$ cat src/rtl/pulse_gate_controller.sv
// Pulse gate controller: frames each above-threshold excursion of ADC channel A
// as one pulse, measures its width and peak, and emits a single event word on
// a valid/ready stream. A programmable holdoff follows every accepted event.
// Start edges seen while an event is pending or in holdoff are counted as drops.
module pulse_gate_controller #(
    parameter int unsigned ADC_WIDTH        = 14,
    parameter int unsigned AXIS_TDATA_WIDTH = 32,
    parameter int unsigned HYST             = 10,
    parameter int unsigned CNT_WIDTH        = 16
) (
    input  logic                        adc_clk,
    input  logic                        rst,
    input  logic [AXIS_TDATA_WIDTH-1:0] adc_dat_a,
    input  logic [ADC_WIDTH-1:0]        input_low,
    input  logic                        enable,
    input  logic [CNT_WIDTH-1:0]        holdoff_len,
    output logic [AXIS_TDATA_WIDTH-1:0] m_axis_tdata,
    output logic                        m_axis_tvalid,
    input  logic                        m_axis_tready,
    output logic                        gate,
    output logic                        busy,
    output logic [CNT_WIDTH-1:0]        drop_cnt
);

    // One extra bit so input_low + HYST never wraps.
    localparam int unsigned CmpW = ADC_WIDTH + 1;

    typedef enum logic [2:0] {
        StIdle,
        StArmed,
        StPulse,
        StEmit,
        StHoldoff
    } state_e;

    state_e state_q, state_d;

    logic signed [ADC_WIDTH-1:0] sample;
    logic signed [CmpW-1:0]      sample_ext;
    logic signed [CmpW-1:0]      low_ext;
    logic signed [CmpW-1:0]      high_ext;
    logic                        start_raw;
    logic                        end_raw;
    logic                        start_prev_q;
    logic                        handshake;
    logic                        drop_inc;

    logic [CNT_WIDTH-1:0]        width_q;
    logic signed [ADC_WIDTH-1:0] peak_q;
    logic [CNT_WIDTH-1:0]        holdoff_q;
    logic [31:0]                 event_word;

    assign sample     = adc_dat_a[ADC_WIDTH-1:0];
    assign sample_ext = {sample[ADC_WIDTH-1], sample};
    assign low_ext    = {input_low[ADC_WIDTH-1], input_low};
    assign high_ext   = low_ext + $signed(CmpW'(HYST));

    assign start_raw = sample_ext > high_ext;
    assign end_raw   = sample_ext < low_ext;

    // tvalid is high exactly while in StEmit, so the handshake follows the state.
    assign handshake = (state_q == StEmit) && m_axis_tready;
    assign drop_inc  = start_raw && !start_prev_q &&
                       ((state_q == StEmit) || (state_q == StHoldoff));

    // Event word: width in the upper half, peak sign-extended in the lower half.
    assign event_word = {width_q[15:0], {(16 - ADC_WIDTH){peak_q[ADC_WIDTH-1]}}, peak_q};

    // Next-state decode; enable loses to an outstanding event until it is accepted.
    always_comb begin
        state_d = state_q;
        unique case (state_q)
            StIdle: begin
                if (enable) state_d = StArmed;
            end
            StArmed: begin
                if (!enable)        state_d = StIdle;
                else if (start_raw) state_d = StPulse;
            end
            StPulse: begin
                if (!enable)      state_d = StIdle;
                else if (end_raw) state_d = StEmit;
            end
            StEmit: begin
                if (handshake) begin
                    if (holdoff_len != '0) state_d = StHoldoff;
                    else                   state_d = enable ? StArmed : StIdle;
                end
            end
            StHoldoff: begin
                if (holdoff_q <= CNT_WIDTH'(1)) state_d = enable ? StArmed : StIdle;
            end
            default: state_d = StIdle;
        endcase
    end

    // FSM state, measurement datapath and registered outputs.
    always_ff @(posedge adc_clk) begin
        if (!rst) begin
            state_q       <= StIdle;
            start_prev_q  <= 1'b0;
            width_q       <= '0;
            peak_q        <= '0;
            holdoff_q     <= '0;
            drop_cnt      <= '0;
            m_axis_tdata  <= '0;
            m_axis_tvalid <= 1'b0;
            gate          <= 1'b0;
            busy          <= 1'b0;
        end else begin
            state_q       <= state_d;
            start_prev_q  <= start_raw;
            gate          <= (state_d == StPulse);
            busy          <= (state_d == StPulse) || (state_d == StEmit) ||
                             (state_d == StHoldoff);
            m_axis_tvalid <= (state_d == StEmit);

            if (drop_inc && (drop_cnt != '1)) drop_cnt <= drop_cnt + CNT_WIDTH'(1);

            unique case (state_q)
                StArmed: begin
                    if (state_d == StPulse) begin
                        width_q <= CNT_WIDTH'(1);
                        peak_q  <= sample;
                    end
                end
                StPulse: begin
                    if (state_d == StEmit) begin
                        // End sample is excluded: latch what was measured so far.
                        m_axis_tdata <= AXIS_TDATA_WIDTH'(event_word);
                    end else if (state_d == StPulse) begin
                        if (width_q != '1) width_q <= width_q + CNT_WIDTH'(1);
                        if (sample > peak_q) peak_q <= sample;
                    end
                end
                StEmit: begin
                    if (handshake) holdoff_q <= holdoff_len;
                end
                StHoldoff: begin
                    if (holdoff_q != '0) holdoff_q <= holdoff_q - CNT_WIDTH'(1);
                end
                default: ;
            endcase
        end
    end

endmodule

$ cat config.mk
export PLATFORM = sky130hd
export DESIGN_NAME = pulse_gate_controller
export DESIGN_NICKNAME = d
export VERILOG_FILES = /design/src/rtl/pulse_gate_controller.sv
export SDC_FILE = /design/constraint.sdc
export NUM_CORES = 1
export LEC_CHECK = 0
export ABC_AREA = 1
export BUFFER_PORTS_ARGS = -buffer_cell sky130_fd_sc_hd__buf_2
export CORE_UTILIZATION = 58
export DETAILED_ROUTE_END_ITERATION = 8
export HOLD_SLACK_MARGIN = 0.05
export PLACE_DENSITY = 0.91
export SYNTH_ARGS = -nofsm -noshare
export SYNTH_HDL_FRONTEND = slang
export SYNTH_SLANG_ARGS = --single-unit
export TNS_END_PERCENT = 50
$ cat constraint.sdc
create_clock -name adc_clk -period 9 [get_ports adc_clk]
set_input_delay 1.8 -clock adc_clk [delete_from_list [all_inputs] [get_ports adc_clk]]
set_output_delay 1.8 -clock adc_clk [all_outputs]
set_load 0.005 [all_outputs]
# Yosys cells after proc, flatten, opt, wreduce, memory -nomap -nowiden

Cells that the tools add are included.

Add/sub/neg operators: 4
$lt $le $gt $ge: 4
Equality and inequality tests: 16
Multiplexer cells: 23
Reduce and logical (&&, ||, !) cells: 17

Operator list:

| cell                  | number |
|---|---|
| $mux 16               | 6 |
| $pmux 16 s2           | 2 |
| $mux 14               | 4 |
| $add 16x1->16 const B | 2 |
| $ne 16x16->1 const B  | 2 |
| $reduce_bool 16->1    | 2 |
| $pmux 14 s2           | 1 |
| $mux 3                | 8 |
| $le 16x1->1 const B   | 1 |
| $sub 16x1->16 const B | 1 |
| $add 14x5->15 const B | 1 |
| $gt 14x15->1          | 1 |
| $pmux 3 s5            | 1 |
| $gt 14x14->1          | 1 |
| $lt 14x14->1          | 1 |
| $eq 3x2->1 const B    | 4 |
| $ne 2x2->1 const B    | 6 |
| $reduce_and 5->1      | 2 |
| $eq 3x3->1 const B    | 2 |
| $logic_and 1x1->1     | 4 |
| $reduce_bool 2->1     | 2 |
| $eq 3x1->1 const B    | 1 |
| $logic_not 3->1       | 1 |
| $logic_or 1x1->1      | 3 |
| other kinds (5)       | 5 |

Register bits after elaboration: 101
Output and inout port bits: 51

# Depth between registers and ports, before layout

Gate-level depths: netlist of the first run.

Depth after elaboration: 9
Gate-level depth with buffers: 26

# Worst setup path after synthesis of the first run

Ideal clock, no wire load.

Path type: input to register
Start point: in input_low[1]
End point: reg width_q[6]
Library setup time: 0.134 ns
Data arrival time: 4.447 ns
Required time: 8.866 ns
Slack: 4.419 ns
Cell stages on the path: 24
Cell sequence: ha_1 nor2_1 nor2_1 nand3_1 nor3_1 nand2_1 nor3_1 xor2_1 ha_1 nand2_1 inv_1 nand2_1 nand2_1 a21oi_1 nand2_1 nand2_1 nand3_2 nand2_2 nand3_2 a21oi_4 nand3_2 buf_4 nand2_1 a21oi_1

Word-level cells in the longest chain between the ends: 8
Elaborated cells between the ends (all ways): 14

RTL lines:

| element                              | RTL line      | source |
|---|---|---|
| from (decl)                          | 14            | `input logic [ADC_WIDTH-1:0] input_low,` |
| $add 14x5->15                        | 56            | `assign high_ext = low_ext + $signed(CmpW'(HYST));` |
| $gt 14x15->1                         | 58            | `assign start_raw = sample_ext > high_ext;` |
| $mux 3                               | 78            | `else if (start_raw) state_d = StPulse;` |
| $mux 3                               | 77            | `if (!enable) state_d = StIdle;` |
| $pmux 3 s5 (*)                       | 72            | `unique case (state_q)` |
| $eq 3x2->1, on equally long branches | 128, 122, 131 |  |
| $ne 2x2->1 (no line)                 | n/a           |  |
| $reduce_and 5->1 (no line) (*)       | n/a           |  |
| to (signal assigned)                 | 132           | `if (width_q != '1) width_q <= width_q + CNT_WIDTH'(1);` |
| to (decl)                            | 48            | `logic [CNT_WIDTH-1:0] width_q;` |

Mark *: on every way between the ends. The rest lies on a longest branch, timed or not.
A chain may end at the register's enable or synchronous reset.

# Final worst setup path of the first run

Start point: in input_low[1]
End point: reg width_q[7]

The elaborated chain is that of the path after synthesis.

==> flow_summary.yaml, run 1 <==
timing:
  hold_viol_final: 0
  fin_crit_ps: 5308
  fin_skew_ps: 12.06
  drv_slew: 0
  slew-limit-headroom: 0.3418
  tns_ps: 0
  clock.fmax_mhz: 188.4
  rsz0062_at_grt: "false"
  setup_violations: 0
  fin_crit_sh: 0.5897
  tightest_slew_ps: 986.2
clock_network:
  cts-hold-fix-buffers: 0
  clk_latency_ps: 370
  cts_root_buffer: "clkbuf_8"
  cts_sinks: 99
  post_cts_buffers: 0
  cts_resized: 0
  clk_path_buf_depth: 2
  cts_tree: "built"
  path_clk_slew_ps: 90
  htreeDepth: 3
  cts_made_buffers: 9
worst_setup_path:
  endpoint_kind: "flip-flop"
  cp.depth: 24
  required_ps: 9240
  reg2reg_from: "state_q[1]"
  crit_top_cell: "nand2_1"
  crit_end: "width_q[7]"
  slowest_stage: "a21oi_4"
  cp-start-kind: "input port"
  crit_fanout: 21
  critPathBufInv: 2
  critPathArrivalTime_ps: 5550
  r2r_cells: 8
  reg2reg_slack_ps: 5970
  reg2reg_to: "holdoff_q[1]"
  cp-startpoint: "input_low[1]"
  path_cells: "buf_2 > ha_1 > nor2_1 > nor2_1 > nand3_1 > nor3_1 > nand2_1 > nor3_1 > xor2_1 > ha_1 > nand2_1 > inv_1 > nand2_1 > nand2_1 > a21oi_1 > nand2_1 > nand2_1 > nand3_2 > nand2_2 > nand3_2 > a21oi_4 > nand3_2 > nand2_1 > a21oi_1"
  crit_family: "simple AND/OR/NAND/NOR gates"
  cp_slowest_stage_delay_ps: 510
  criticalPathCategory: "input port to flip-flop"
placement:
  hpwl_um: 9755
  place_congestion: 0.9015
  io_buffers: 98
  placed_cells: 1100
min_path:
  hold_class: "flip-flop to flip-flop"
  min-delay-start: "m_axis_tdata[27]"
floorplanning:
  die-height_um: 104.9
  num_rows: 37
  dieArea_um2: 11010
  dieWidth_um: 104.9
  initial_core_util: 0.5978
  coreArea_um2: 10280
  io_pins: 117
route:
  viasPerCell: 5.326
  wl_per_cell_um: 12.10
  drtAntennaViolNets: 0
  drt_wl_total_um: 13500
  drc: 0
  first_iter_violations: 397
  vias: 5944
  firstDrtPassIters: 5
pwr:
  p_seq_frac: 0.542
  switching_share: 0.2793
  p_comb_frac: 0.137
  p_sw_w: 0.0002294
  ir_drop_uv: 125.4
  power.leakage_nw: 3.125
  cellPowerDensity_nw_per_um2: 121.1
  intPower_w: 0.0005920
  clockPowerShare: 0.321
yosys:
  ys_types: 45
  ys_top_cells_by_area: "dfxtp_1, nand2_1, ha_1"
  ys.warnings.count: 0
  synth-seq-area-share: 0.3226
  netlist.area_leader.share: 0.3226
  synthCells: 900
  syn-num-nets: 1013
  synth_top_area_cell: "dfxtp_1"
  ys_async_sr_fraction: 0
  ys_seq_elements: 99
  synth-edff-count: 0
  ys.flop_type: "dfxtp_1"
  avgSynthCellArea_um2: 6.826
  synth_area_um2: 6143
final_layout:
  layout_common_cells: "nand2_1, inv_1, nor2_1, dfxtp_1, buf_2"
  layout_commonest_cell: "nand2_1"
  layout-drive-gt1-share: 0.1367
  layout.nets: 1088
  syn2layout_area_growth_pct: 10.41
  diodes: 0
  instances_no_fill: 1116
job:
  maxCapViolations: 0
global_routing:
  grt_pass1_wl_um: 23160
  grt_max_degree: 63
  grt_pass1_vias: 5376
  antenna_found_initial: 0
  grt_usage: 0.2539
  grt.overflow.total: 0
run_status:
  status: "finished, final reports clean"
==> cell families after synthesis <==
| kind of cell | after synthesis | synth area share |
|---|---|---|
| AND/OR/NAND/NOR | 384 | 0.2729 |
| buffers and inverters | 172 | 0.1187 |
| AO/OA/AOI/OAI | 170 | 0.1501 |
| flip-flops | 99 | 0.3226 |
| adder cells (fa/ha/maj) | 47 | 0.09572 |
| XOR/XNOR | 28 | 0.03992 |
==> synthesized netlist by cell type, types with 2 or more instances <==
library cell	count
a211oi_1	6
a21oi_1	76
a31oi_1	7
buf_2	6
buf_4	4
buf_6	4
clkbuf_1	18
dfxtp_1	99
ha_1	47
inv_1	135
nand2_1	172
nand2_2	4
nand3_1	33
nand3_2	3
nand4_1	26
nor2_1	105
nor2_2	2
nor3_1	19
nor3b_1	3
nor4_1	10
o211ai_1	4
o21ai_0	65
o22ai_1	3
or2_2	2
xnor2_1	3
xor2_1	25
==> sequential cells by signal, summed over array words and instances, names as in the netlist <==
name / cells
holdoff_q: 16
gate: 1
start_prev_q: 1
drop_cnt: 16
width_q: 16
busy: 1
peak_q: 14
m_axis_tvalid: 1
m_axis_tdata: 30
state_q: 3
==> per-layer routing <==
metal	vias up	global-route usage	share of wire
met5	-	0	0
met4	0	0.09155	0.016
met3	24	0.05989	0.063
li1	3078	-	-
met1	2657	0.3104	0.46
met2	185	0.4342	0.46
==> worst min-delay path, cell delays in order, from the launching register on <==
cell	delay, ps
dfxtp_1	310
inv_1	40
a21oi_1	50
==> per-stage QoR <==
step | setup slack (ps) | util | power [W] | instance area, um^2 | hold slack [ps]
3_5_place_dp | 3340 | 0.6427 | 0.0005665 | 6605 | 434.8
6_report | 3692 | 0.6600 | 0.0008214 | 6783 | 444.3
4_1_cts | 3719 | 0.6600 | 0.0008274 | 6783 | 448.8
3_3_place_gp | 3429 | 0.6427 | 0.0005626 | 6605 | 432.0
2_1_floorplan | 4419 | - | 0.0005349 | 6143 | 440.2
5_1_grt | 3219 | 0.6600 | 0.0008593 | 6783 | 464.1
==> cell type report <==
type | count | area (um^2)
inverter | 136 | 510.5
fill | 926 | 3495
timing repair buffer | 100 | 505.5
clock buffer | 10 | 137.6
tap | 136 | 170.2
sequential | 99 | 1982
multi-input combinational | 629 | 3437
clock inverter | 6 | 40.04
==> worst min-delay path by stage <==
stage | depth (start not counted) | end | slack [ps]
2_1_floorplan | 2 | m_axis_tdata[0] | 440
3_3_place_gp | 2 | m_axis_tdata[25] | 430
3_5_place_dp | 2 | m_axis_tdata[23] | 430
4_1_cts | 2 | m_axis_tdata[23] | 450
5_1_grt | 2 | m_axis_tdata[23] | 460
6_report | 2 | m_axis_tdata[27] | 440
==> power groups by stage <==
stage	logic, W	clock network [W]	registers [W]
finish	0.000113	0.000264	0.000445
global route	0.000130	0.000284	0.000446
global placement	0.000107	0	0.000455
detailed placement	0.000111	0	0.000455
floorplan	0.0000798	0	0.000455
CTS	0.000112	0.000270	0.000445
No activity file was read; power rests on OpenSTA's default activity.
==> run 2, diff against run 1 <==
CORE_UTILIZATION = 51   (was 58)
PLACE_DENSITY = 0.85   (was 0.91)
clock period = 4.7 ns   (was 9 ns; I/O delays follow)
==> flow_summary.yaml, run 2 (synthesis gave the netlist of run 1 again) <==
run_status:
  status: "finished, violations left"
  violations: "design-rule violations"
route:
  drtAntennaViolNets: 0
  drc: 7
  viasPerCell: 5.293
  vias: 5965
  first_iter_violations: 478
  drt_wl_total_um: 13740
  firstDrtPassIters: 9
  wl_per_cell_um: 12.19
floorplanning:
  dieArea_um2: 12490
  dieWidth_um: 111.8
  initial_core_util: 0.5312
  die-height_um: 111.8
  coreArea_um2: 11560
  io_pins: 117
  num_rows: 39
timing:
  fin_crit_ps: 4084
  tightest_slew_ps: 819.0
  hold_viol_final: 0
  tns_ps: 0
  setup_violations: 0
  rsz0062_at_grt: "false"
  fin_skew_ps: 6.967
  slew-limit-headroom: 0.4527
  clock.fmax_mhz: 244.9
  drv_slew: 0
  fin_crit_sh: 0.8689
worst_setup_path:
  path_cells: "buf_2 > ha_1 > nor2_1 > nor2_1 > nand3_1 > nor3_1 > nand2_1 > nor3_1 > xor2_1 > ha_1 > nand2_1 > inv_1 > nand2_1 > nand2_1 > a21oi_1 > nand2_1 > nand2_1 > nand3_2 > nand2_2 > nand3_2 > a21oi_4 > nand3_2 > nand2_1 > a21oi_1"
  cp-start-kind: "input port"
  slowest_stage: "nand3_2"
  crit_fanout: 16
  required_ps: 4920
  critPathArrivalTime_ps: 4300
  cp_slowest_stage_delay_ps: 340
  criticalPathCategory: "input port to flip-flop"
  crit_top_cell: "nand2_1"
  endpoint_kind: "flip-flop"
  reg2reg_slack_ps: 1640
pwr:
  fin_total_pwr_w: 0.001785
  cellPowerDensity_nw_per_um2: 257.5
  ir_drop_uv: 214.3
  power.leakage_nw: 3.196
job:
  maxCapViolations: 0
final_layout:
  regArea_um2: 1982
  multi_input_area_um2: 3437
  largest_reg_flops: 30
  layout.nets: 1092
  layout_common_cells: "nand2_1, inv_1, nor2_1, dfxtp_1, buf_2"
  finalCoreUtilization: 0.5995
  layout-drive-gt1-share: 0.1402
  diodes: 0
  syn2layout_area_growth_pct: 12.85
  layout_commonest_cell: "nand2_1"
  fill_cells: 1070
  largest-register: "m_axis_tdata"
  final_area_um2: 6933
placement:
  io_buffers: 98
  hpwl_um: 10100
  place_area_um2: 6644
  place_congestion: 0.9252
min_path:
  hold_class: "flip-flop to flip-flop"
global_routing:
  grt_max_degree: 62
  grt_pass1_vias: 5261
  grt_usage: 0.2238
  grt.overflow.total: 0
  antenna_found_initial: 0
  grt_pass1_wl_um: 23130
clock_network:
  cts_sinks: 99
  clk_latency_ps: 340
  cts_tree: "built"
  htreeDepth: 3
  cts_resized: 0
  cts-hold-fix-buffers: 0
  path_clk_slew_ps: 70
  cts_root_buffer: "clkbuf_16"
  cts_made_buffers: 9
  post_cts_buffers: 0
  clk_path_buf_depth: 2
==> run 2: cell count changes in the layout (fill, tap and decap cells not counted), sizes merged <==
cell	before	now
clkinvlp	1	0
clkbuf	10	11
buf	100	104
==> run 2: worst max-delay path, delay by kind of cell <==
family	cells	cell delay, ps
adder cells (fa/ha/maj)	2	440
buffers and inverters	2	140
AO/OA/AOI/OAI	3	470
XOR/XNOR	1	180
AND/OR/NAND/NOR	16	2120
==> run 2: final cells by class <==
class                   instances  share of cell area
well taps                     143             0.02581
repair buffers                104             0.07724
multi-input cells             629              0.4958
clock inverters                 5            0.005234
flip-flops and latches         99              0.2859
clock buffers                  11             0.03646
inverters                     136             0.07363
==> run 2: report_power, final <==
part	switching (W)	internal, W
combinational	0.000137	0.0000811
sequential	0.00000505	0.000848
clock	0.000324	0.000390
total	0.000466	0.00132
==> run 2: path summary, 6_finish.rpt <==
| path | cells past startpoint | to | start |
|---|---|---|---|
| max | 24 | width_q[13] | input_low[1] |
| min | 2 | m_axis_tdata[10] | m_axis_tdata[10] |
| max reg2reg | 8 | holdoff_q[1] | state_q[1] |
| min reg2reg | 2 | m_axis_tdata[10] | m_axis_tdata[10] |
==> run 2: layer usage <==
layer,track usage,vias to the layer above,part of all wire
li1,-,3092,-
met1,0.2840,2676,0.47
met2,0.3818,174,0.46
met3,0.04246,23,0.054
met4,0.07207,0,0.018
met5,0,-,0
==> run 2: per-stage QoR <==
stage / hold WS, ps / setup slack (ps) / std cells
6_report: 442.2 / 616.2 / 1127
5_1_grt: 452.7 / 208.3 / 1127
4_1_cts: 443.3 / 609.0 / 1127
3_5_place_dp: 432.9 / 247.1 / 1111
3_3_place_gp: 432.2 / 376.3 / 1111
2_1_floorplan: 440.2 / 978.8 / 900
